<file path="src/rtl/uart_transmitter_if.sv">
// Host-side byte handshake and serial line status of the UART transmitter.
// The host drives the master side; the transmitter implements the slave side.
interface uart_transmitter_if;
   logic       i_tx_dv;
   logic [7:0] i_tx_byte;
   logic       o_tx_ready;
   logic       o_tx_serial;
   logic       o_tx_active;
   logic       o_tx_done;

   modport master (
      output i_tx_dv,
      output i_tx_byte,
      input  o_tx_ready,
      input  o_tx_serial,
      input  o_tx_active,
      input  o_tx_done
   );

   modport slave (
      input  i_tx_dv,
      input  i_tx_byte,
      output o_tx_ready,
      output o_tx_serial,
      output o_tx_active,
      output o_tx_done
   );
endinterface

</file>
<file path="src/rtl/uart_transmitter.sv">
// 8N1 UART transmitter with a small byte FIFO in front of the shifter.
// Frames are sent back to back while the FIFO holds data.
module uart_transmitter #(
   parameter int CLKS_PER_BIT = 87,
   parameter int FIFO_DEPTH   = 4
) (
   input  logic            i_clk,
   input  logic            i_rst,
   uart_transmitter_if.slave tx
);

   localparam int AW = $clog2(FIFO_DEPTH);
   localparam int CW = $clog2(CLKS_PER_BIT) + 1;
   localparam logic [CW-1:0] LP_BIT_LAST = CW'(CLKS_PER_BIT - 1);
   localparam logic [AW:0]   LP_FULL     = (AW+1)'(FIFO_DEPTH);

   typedef enum logic [1:0] {
      S_IDLE,
      S_START,
      S_DATA,
      S_STOP
   } state_t;

   state_t        r_state;
   state_t        w_state_nxt;

   logic [CW-1:0] r_cnt;
   logic [2:0]    r_bit_idx;
   logic [7:0]    r_shift;
   logic          r_serial;
   logic          r_done;

   logic          w_serial_nxt;
   logic          w_done_nxt;
   logic          w_pop;
   logic          w_push;
   logic          w_bit_end;
   logic          w_empty;
   logic          w_ready;

   logic [7:0]    r_mem [FIFO_DEPTH];
   logic [AW-1:0] r_wr_ptr;
   logic [AW-1:0] r_rd_ptr;
   logic [AW:0]   r_count;

   assign w_ready   = (r_count != LP_FULL);
   assign w_empty   = (r_count == '0);
   assign w_push    = tx.i_tx_dv & w_ready;
   assign w_bit_end = (r_cnt == LP_BIT_LAST);

   assign tx.o_tx_ready  = w_ready;
   assign tx.o_tx_serial = r_serial;
   assign tx.o_tx_done   = r_done;
   assign tx.o_tx_active = (r_state != S_IDLE);

   // Byte storage is not reset; occupancy alone defines what is valid.
   always_ff @(posedge i_clk) begin
      if (w_push) begin
         r_mem[r_wr_ptr] <= tx.i_tx_byte;
      end
   end

   always_ff @(posedge i_clk or posedge i_rst) begin
      if (i_rst) begin
         r_wr_ptr <= '0;
         r_rd_ptr <= '0;
         r_count  <= '0;
      end else begin
         if (w_push) begin
            r_wr_ptr <= r_wr_ptr + AW'(1);
         end
         if (w_pop) begin
            r_rd_ptr <= r_rd_ptr + AW'(1);
         end
         unique case ({w_push, w_pop})
            2'b10:   r_count <= r_count + (AW+1)'(1);
            2'b01:   r_count <= r_count - (AW+1)'(1);
            default: r_count <= r_count;
         endcase
      end
   end

   always_ff @(posedge i_clk or posedge i_rst) begin
      if (i_rst) begin
         r_state <= S_IDLE;
      end else begin
         r_state <= w_state_nxt;
      end
   end

   always_comb begin
      w_state_nxt = r_state;
      case (r_state)
         S_IDLE: begin
            if (!w_empty) begin
               w_state_nxt = S_START;
            end
         end
         S_START: begin
            if (w_bit_end) begin
               w_state_nxt = S_DATA;
            end
         end
         S_DATA: begin
            if (w_bit_end && (r_bit_idx == 3'd7)) begin
               w_state_nxt = S_STOP;
            end
         end
         S_STOP: begin
            if (w_bit_end) begin
               w_state_nxt = w_empty ? S_IDLE : S_START;
            end
         end
         default: w_state_nxt = S_IDLE;
      endcase
   end

   // Next value of the registered line, done strobe and FIFO pop.
   always_comb begin
      w_serial_nxt = r_serial;
      w_done_nxt   = 1'b0;
      w_pop        = 1'b0;
      case (r_state)
         S_IDLE: begin
            w_serial_nxt = 1'b1;
            if (!w_empty) begin
               w_pop        = 1'b1;
               w_serial_nxt = 1'b0;
            end
         end
         S_START: begin
            if (w_bit_end) begin
               w_serial_nxt = r_shift[0];
            end
         end
         S_DATA: begin
            if (w_bit_end) begin
               if (r_bit_idx == 3'd7) begin
                  w_serial_nxt = 1'b1;
               end else begin
                  w_serial_nxt = r_shift[r_bit_idx + 3'd1];
               end
            end
         end
         S_STOP: begin
            if (w_bit_end) begin
               w_done_nxt = 1'b1;
               if (!w_empty) begin
                  w_pop        = 1'b1;
                  w_serial_nxt = 1'b0;
               end else begin
                  w_serial_nxt = 1'b1;
               end
            end
         end
         default: w_serial_nxt = 1'b1;
      endcase
   end

   always_ff @(posedge i_clk or posedge i_rst) begin
      if (i_rst) begin
         r_serial <= 1'b1;
         r_done   <= 1'b0;
      end else begin
         r_serial <= w_serial_nxt;
         r_done   <= w_done_nxt;
      end
   end

   always_ff @(posedge i_clk or posedge i_rst) begin
      if (i_rst) begin
         r_cnt <= '0;
      end else if ((w_state_nxt != r_state) || w_bit_end ||
                   (r_state == S_IDLE)) begin
         r_cnt <= '0;
      end else begin
         r_cnt <= r_cnt + CW'(1);
      end
   end

   always_ff @(posedge i_clk or posedge i_rst) begin
      if (i_rst) begin
         r_bit_idx <= '0;
         r_shift   <= '0;
      end else begin
         if (w_pop) begin
            r_shift <= r_mem[r_rd_ptr];
         end
         if ((r_state == S_START) && w_bit_end) begin
            r_bit_idx <= '0;
         end else if ((r_state == S_DATA) && w_bit_end) begin
            r_bit_idx <= r_bit_idx + 3'd1;
         end
      end
   end

endmodule

</file>
<file path="src/flat_wrapper.sv">
// flat-port wrapper written by rule: the top's interface ports become plain ports
module uart_transmitter_flat 
#(
   parameter int CLKS_PER_BIT = 87,
   parameter int FIFO_DEPTH   = 4
)
  (i_clk, i_rst, tx_i_tx_dv, tx_i_tx_byte, tx_o_tx_ready, tx_o_tx_serial, tx_o_tx_active, tx_o_tx_done);
  uart_transmitter_if tx_i ();
  input  logic i_clk;
  input  logic i_rst;
  input wire logic [$bits(tx_i.i_tx_dv)-1:0] tx_i_tx_dv;
  input wire logic [$bits(tx_i.i_tx_byte)-1:0] tx_i_tx_byte;
  output wire logic [$bits(tx_i.o_tx_ready)-1:0] tx_o_tx_ready;
  output wire logic [$bits(tx_i.o_tx_serial)-1:0] tx_o_tx_serial;
  output wire logic [$bits(tx_i.o_tx_active)-1:0] tx_o_tx_active;
  output wire logic [$bits(tx_i.o_tx_done)-1:0] tx_o_tx_done;
  assign tx_i.i_tx_dv = tx_i_tx_dv;
  assign tx_i.i_tx_byte = tx_i_tx_byte;
  assign tx_o_tx_ready = tx_i.o_tx_ready;
  assign tx_o_tx_serial = tx_i.o_tx_serial;
  assign tx_o_tx_active = tx_i.o_tx_active;
  assign tx_o_tx_done = tx_i.o_tx_done;
  uart_transmitter #(.CLKS_PER_BIT(CLKS_PER_BIT), .FIFO_DEPTH(FIFO_DEPTH)) u_core (.i_clk(i_clk), .i_rst(i_rst), .tx(tx_i));
endmodule
</file>
<file path="config.mk">
export PLATFORM = sky130hd
export DESIGN_NAME = uart_transmitter_flat
export DESIGN_NICKNAME = d
export VERILOG_FILES = /design/src/rtl/uart_transmitter_if.sv /design/src/rtl/uart_transmitter.sv /design/src/flat_wrapper.sv
export SDC_FILE = /design/constraint.sdc
export NUM_CORES = 1
export LEC_CHECK = 0
export BUFFER_PORTS_ARGS = -buffer_cell sky130_fd_sc_hd__buf_2
export CAP_MARGIN = 20
export CORE_AREA = 2 2 83 85
export DETAILED_ROUTE_END_ITERATION = 6
export DIE_AREA = 0 0 85 87
export HOLD_SLACK_MARGIN = 0.02
export PLACE_DENSITY = 0.68
export RECOVER_POWER = 100
export SLEW_MARGIN = 25
export SYNTH_ARGS = -nofsm -noshare
export SYNTH_HDL_FRONTEND = slang
export SYNTH_SLANG_ARGS = --single-unit
</file>
<file path="constraint.sdc">
create_clock -name i_clk -period 2.64 [get_ports i_clk]
set_input_delay 0.528 -clock i_clk [delete_from_list [all_inputs] [get_ports i_clk]]
set_output_delay 0.528 -clock i_clk [all_outputs]
set_load 0.005 [all_outputs]
</file>
# Word-level counts from Yosys, hierarchy flattened
# Memory sizes are Yosys's and may differ from the RTL's. A register that Yosys moved wholly into a read port is not among the register bits.
# Index checks and enable logic that the tools add are counted.
classes:
  n_addsub: 6
  magnitude_cmp: 1
  eq_ne: 12
  n_mux: 25
  bitwise: 1
  n_reduce_logical: 11
op_table:
  columns: ["op", "count"]
  rows:
  - ["1-bit two-way mux", 13]
  - ["8-bit by 1-bit adder with 8-bit output (second input constant)", 1]
  - ["8-bit by 7-bit equality test with 1-bit output (second input constant)", 1]
  - ["2-bit two-way mux", 4]
  - ["8-bit two-way mux", 1]
  - ["2-bit case mux with 4 select lines", 1]
  - ["3-bit by 1-bit adder with 3-bit output (second input constant)", 2]
  - ["2-bit equality test (second input constant)", 3]
  - ["3-bit two-way mux", 2]
  - ["2-bit by 1-bit inequality test with 1-bit output (second input constant)", 3]
  - ["3-bit case mux with 2 select lines", 1]
  - ["2-bit nonzero test", 3]
  - ["2-bit by 1-bit adder with 2-bit output (second input constant)", 2]
  - ["2-bit by 1-bit equality test with 1-bit output (second input constant)", 2]
  - ["3-bit by 4-bit less-than comparator with 1-bit output (second input constant)", 1]
  - ["1-bit case mux with 4 select lines", 1]
  - ["1-bit binary-select mux with 3-bit select", 1]
  - ["3-bit equality test (second input constant)", 1]
  - ["1-bit logical AND", 3]
  - ["3-bit logical NOT", 1]
  - ["3-bit inequality test (second input constant)", 1]
  - ["3-bit AND reduction", 1]
  - ["3-bit by 1-bit subtractor with 3-bit output (second input constant)", 1]
  - ["2-bit logical NOT", 1]
  - ["4 further kinds", 5]
totals:
  regBits: 22
  mem_bits_rw: 32
  input_bits: 11
  word_cells: 65
  mem_count: 1
mem_list:
  columns: ["name", "depth", "word_bits", "read_ports", "rd_clocked_by_memory_dff", "wr", "line_no", "text"]
  rows:
  - ["u_core.r_mem", 4, 8, 1, 1, 1, "uart_transmitter.sv:41", "logic [7:0] r_mem [FIFO_DEPTH];"]

# Depth between registers and ports, before layout
logic_depth:
  ltp_word: 8
  depth_mapped: 11
  depth_no_buf: 11

# Worst setup path before layout
# OpenSTA, ideal clock, no wires.
synth_path:
  path_type: "register to register"
  from: "reg u_core.r_cnt[0]"
  to: "reg u_core.r_count[2]"
  arrival_time_ns: 2.438
  required_time_ns: 2.561
  slack_ns: 0.122
  stages_incl_launch_ff: 12
  synth_period_minus_slack_ns: 2.518
  cell_sequence: "dfrtp_1 inv_1 ha_1 and4b_2 a41oi_4 nor3_4 ha_1 inv_1 fa_1 xor2_1 nor2_1 xor2_1"
synth_between:
  elab_chain_len: 5
  word_cells_on_any_way: 7
  cone_classes: "3 x eq/ne; 3 x mux; 1 x reduce/logical"
synth_lines:
  columns: ["element", "line_no", "text"]
  rows:
  - ["start: declaration", "uart_transmitter.sv:27", "logic [CW-1:0] r_cnt;"]
  - ["start signal: assignment", "uart_transmitter.sv:177", "r_cnt <= r_cnt + CW'(1);"]
  - ["8-bit by 7-bit equality test with 1-bit output *", "uart_transmitter.sv:49", "assign w_bit_end = (r_cnt == LP_BIT_LAST);"]
  - ["1-bit two-way mux *", "uart_transmitter.sv:146", "if (w_bit_end) begin"]
  - ["1-bit case mux with 2 select lines *", "uart_transmitter.sv:123", "case (r_state)"]
  - ["named net u_core.w_pop", "uart_transmitter.sv:35", "logic w_pop;"]
  - ["2-bit by 1-bit equality test with 1-bit output / 2-bit equality test (equally long branches)", "uart_transmitter.sv:75", "unique case ({w_push, w_pop})"]
  - ["3-bit case mux with 2 select lines / 2-bit nonzero test (equally long branches)", null, null]
  - ["end signal: assignment", "uart_transmitter.sv:76", "2'b10: r_count <= r_count + (AW+1)'(1);"]
  - ["end signal: assignment", "uart_transmitter.sv:77", "2'b01: r_count <= r_count - (AW+1)'(1);"]
  - ["end signal: assignment", "uart_transmitter.sv:78", "default: r_count <= r_count;"]
  - ["end: declaration", "uart_transmitter.sv:44", "logic [AW:0] r_count;"]
# Mark *: on every way through the listed nets, which the timed path passes. The rest lies on a longest branch.
# A chain may end at the register's enable or synchronous reset.

# Worst setup path in the final report
# Ends and elaborated chain as after synthesis.

==> out/qor.yml <==
status: "finished with violations"
violations: "capacitance limit, slew limit"
grt_pass1_wl_mm: 8.121
path_clk_slew_ns: 0.07
r2r-start: "u_core.r_cnt[0]$_DFF_PP0_"
yosysMostFrequentCell: "edfxtp_1"
syn-num-nets: 218
async_flop_share_pct: 48.39
dieArea_um2: 7395
rsz0062_at_grt: "no"
synth_area_um2: 2859
synth_seq_area_share_pct: 59.91
drt_wl_total_mm: 4.679
cp.required_ns: 2.91
synth.distinct_cells: 38
grt_use_met3_pct: 6.161
hold_path_class: "input port to flop"
core_area_um2: 6569
synth-compound-area-share_pct: 5.514
period_share_pct: 92.39
worstPathArrival_ns: 2.71
worstReg2RegEnd: "u_core.r_count[2]$_DFFE_PP0P_"
slew_headroom_pct: -10.57
r2r_cells: 11
clk_path_buf_depth: 2
fin_util_pct: 48.61
clock_skew_ns: 0.009179
crit_end: "u_core.r_count[2]$_DFFE_PP0P_"
portBuffers: 14
busiest_layer: "met2"
grt_usage_pct: 14.71
wire_per_inst_um: 15.49
nets: 244
powerDensity_nw_per_um2: 728.2
antenna_found_initial: 0
gp_congestion: 0.8007
dp_hpwl_mm: 3.205
startpoint: "u_core.r_cnt[0]$_DFF_PP0_"
drt-pass1-iter-count: 4
yosysTopAreaCellShare_pct: 33.61
synth_flop_cell: "edfxtp_1"
synth_top_family_by_area: "multiplexers"
finalCriticalPeriod_ns: 2.439
power.total_w: 0.002325
cts_root_buf: "clkbuf_8"
clock_latency_ns: 0.34
dp_cells: 287
die_width_um: 85
cts_tree: "yes"
synthSimpleGateAreaFrac_pct: 9.059
drt_iter0_markers: 26
syn_area_per_cell_um2: 14.89
use_met1_pct: 17.22
rows: 30
crit_chain: "inv_1 > ha_1 > and4b_2 > a41oi_4 > nor3_4 > ha_1 > inv_1 > fa_1 > xor2_1 > nor2_1 > xor2_1"
die_h_um: 87
num_vias: 1611
critPathMaxFanout: 6
synth_area_leader_cell: "edfxtp_1"
num_antenna_cells: 0
syn2layout_area_growth_pct: 11.68
holdBufCountCts: 0
cap_viol_max_count: 1
grt_max_degree: 31
synth_edf_count: 32
fin_cells: 302
cts_max_level: 3
irDropWorstVdd_mv: 0.4794
start_util_pct: 43.52
grt.overflow.total: 0
power.leakage_nw: 1.275
ctsResizeCount: 0
end_kind: "flop"
cts_setup_buffers: 0
critPathKind: "flop to flop"
grt_pass1_vias: 1661
yosysWarnings: 0
setup_violations: 0
drive_above_1_share_pct: 16.67
synth_xor_area_share_pct: 3.676
critPathMaxStageDelay_ns: 0.43
fin_setup_tns_ns: 0
worst_pin_slew_ns: 1.658
synth-adder-area-share_pct: 6.827
io_pins: 15
worstSetupStartpointType: "flop"
fillCellCount: 572
vias_per_cell: 5.334
ant_nets: 0
cpMaxStageDelayCell: "dfrtp_1"
grtUsageMet2_pct: 24.64
drv_slew: 31
numCtsBuffers: 9
muxShareOfSynthArea_pct: 12.69
syn_inst: 192
drc_errors: 0
ys_ff_latch: 62
max_clock_freq_mhz: 410.0
cts_num_sinks: 62
synth_commonest_cells: "32 x edfxtp_1, 29 x dfrtp_1, 15 x nor2_1"
r2r_setup_slack_ns: 0.20
synth_area_leaders: "edfxtp_1 34%, dfrtp_1 25%, ha_1 6.1%, mux4_1 4.6%, mux2_2 3.5%"
hold_viol_final: 0
==> where the power goes <==
| part | internal (W) | total [W] | switching (W) | leakage, nW |
|---|---|---|---|---|
| sequential | 0.00117 | 0.00123 | 0.0000588 | 0.659 |
| combinational | 0.000124 | 0.000308 | 0.000183 | 0.524 |
| clock | 0.000428 | 0.000789 | 0.000361 | 0.0927 |
| total | 0.00172 | 0.00233 | 0.000603 | 1.28 |
==> through the flow <==
| stage | area (µm²) | hold slack (ns) | setup slack (ns) |
|---|---|---|---|
| 2_1_floorplan | 2859 | 0.4702 | 0.1224 |
| 3_3_place_gp | 3027 | 0.4884 | 0.3011 |
| 3_5_place_dp | 3027 | 0.4961 | 0.2156 |
| 4_1_cts | 3214 | 0.2659 | 0.2041 |
| 5_1_grt | 3193 | 0.4309 | 0.02220 |
| 6_report | 3193 | 0.4429 | 0.2008 |
==> layer usage <==
metal / wire, µm / vias to the layer above
met5: 0 / -
met4: 70 / 0
met3: 206 / 7
met2: 2393 / 28
met1: 2008 / 805
li1: - / 771
==> worst max-delay path, delay by kind of cell, from the launching register on <==
family          cells  cell delay, ns
compound gates      1            0.15
xor+xnor            2            0.29
fa+ha+maj           3            0.79
buf+inv             2            0.16
flops               1            0.43
simple gates        3            0.56
==> layout make-up <==
class / count / area (µm²) / share of cell area, %
sequential: 62 / 1713 / 53.64
multi-input combinational: 117 / 1079 / 33.78
clock buffer: 9 / 123.9 / 3.879
tap: 80 / 100.1 / 3.135
timing repair buffer: 17 / 72.57 / 2.273
clock inverter: 6 / 63.81 / 1.998
inverter: 11 / 41.29 / 1.293
==> cells by family (layout without fill, tap and decap cells) <==
logic type,Yosys count,after routing
fa+ha+maj,15,15
compound gates,21,21
buf+inv,13,43
mux,22,22
xor+xnor,12,12
simple gates,47,47
flops,62,62
==> state kept, by name, indices dropped and copies added, names as in the netlist <==
| name | cells |
|---|---|
| u_core.r_wr_ptr | 2 |
| u_core.r_shift | 8 |
| u_core.tx.o_tx_serial | 1 |
| u_core.r_mem | 32 |
| u_core.r_count | 3 |
| u_core.tx.o_tx_done | 1 |
| u_core.r_bit_idx | 3 |
| u_core.r_rd_ptr | 2 |
| u_core.r_state | 2 |
| u_core.r_cnt | 8 |
==> worst min-delay path by stage <==
stage                                                  to  slack [ns]                       startpoint  depth (start not counted)
final                        u_core.r_mem[3][0]$_DFFE_PP_        0.44                  tx_i_tx_byte[0]                          1
after global routing         u_core.r_mem[0][0]$_DFFE_PP_        0.43                  tx_i_tx_byte[0]                          1
after CTS                 u_core.r_bit_idx[2]$_DFFE_PP0P_        0.27                            i_rst                          3
after detailed placement    u_core.r_shift[1]$_DFFE_PP0P_        0.50    u_core.r_shift[1]$_DFFE_PP0P_                          1
after global placement      u_core.r_shift[1]$_DFFE_PP0P_        0.49    u_core.r_shift[1]$_DFFE_PP0P_                          1
after floorplan           u_core.r_bit_idx[2]$_DFFE_PP0P_        0.47  u_core.r_bit_idx[2]$_DFFE_PP0P_                          2
==> cells in the final DEF (no fill, tap or decap), drive strengths merged, types with 4 or more instances in the layout <==
| cell | synthesis | routed |
|---|---|---|
| mux2i | 4 | 4 |
| clkinv | 0 | 4 |
| ha | 14 | 14 |
| mux4 | 9 | 9 |
| dfrtp | 29 | 29 |
| buf | 1 | 5 |
| clkbuf | 1 | 21 |
| nand3 | 9 | 9 |
| o21ai | 9 | 9 |
| and3 | 7 | 7 |
| mux2 | 9 | 9 |
| xor2 | 9 | 9 |
| edfxtp | 32 | 32 |
| nor2 | 15 | 15 |
| inv | 11 | 11 |
(Power assumes the default switching activity.)
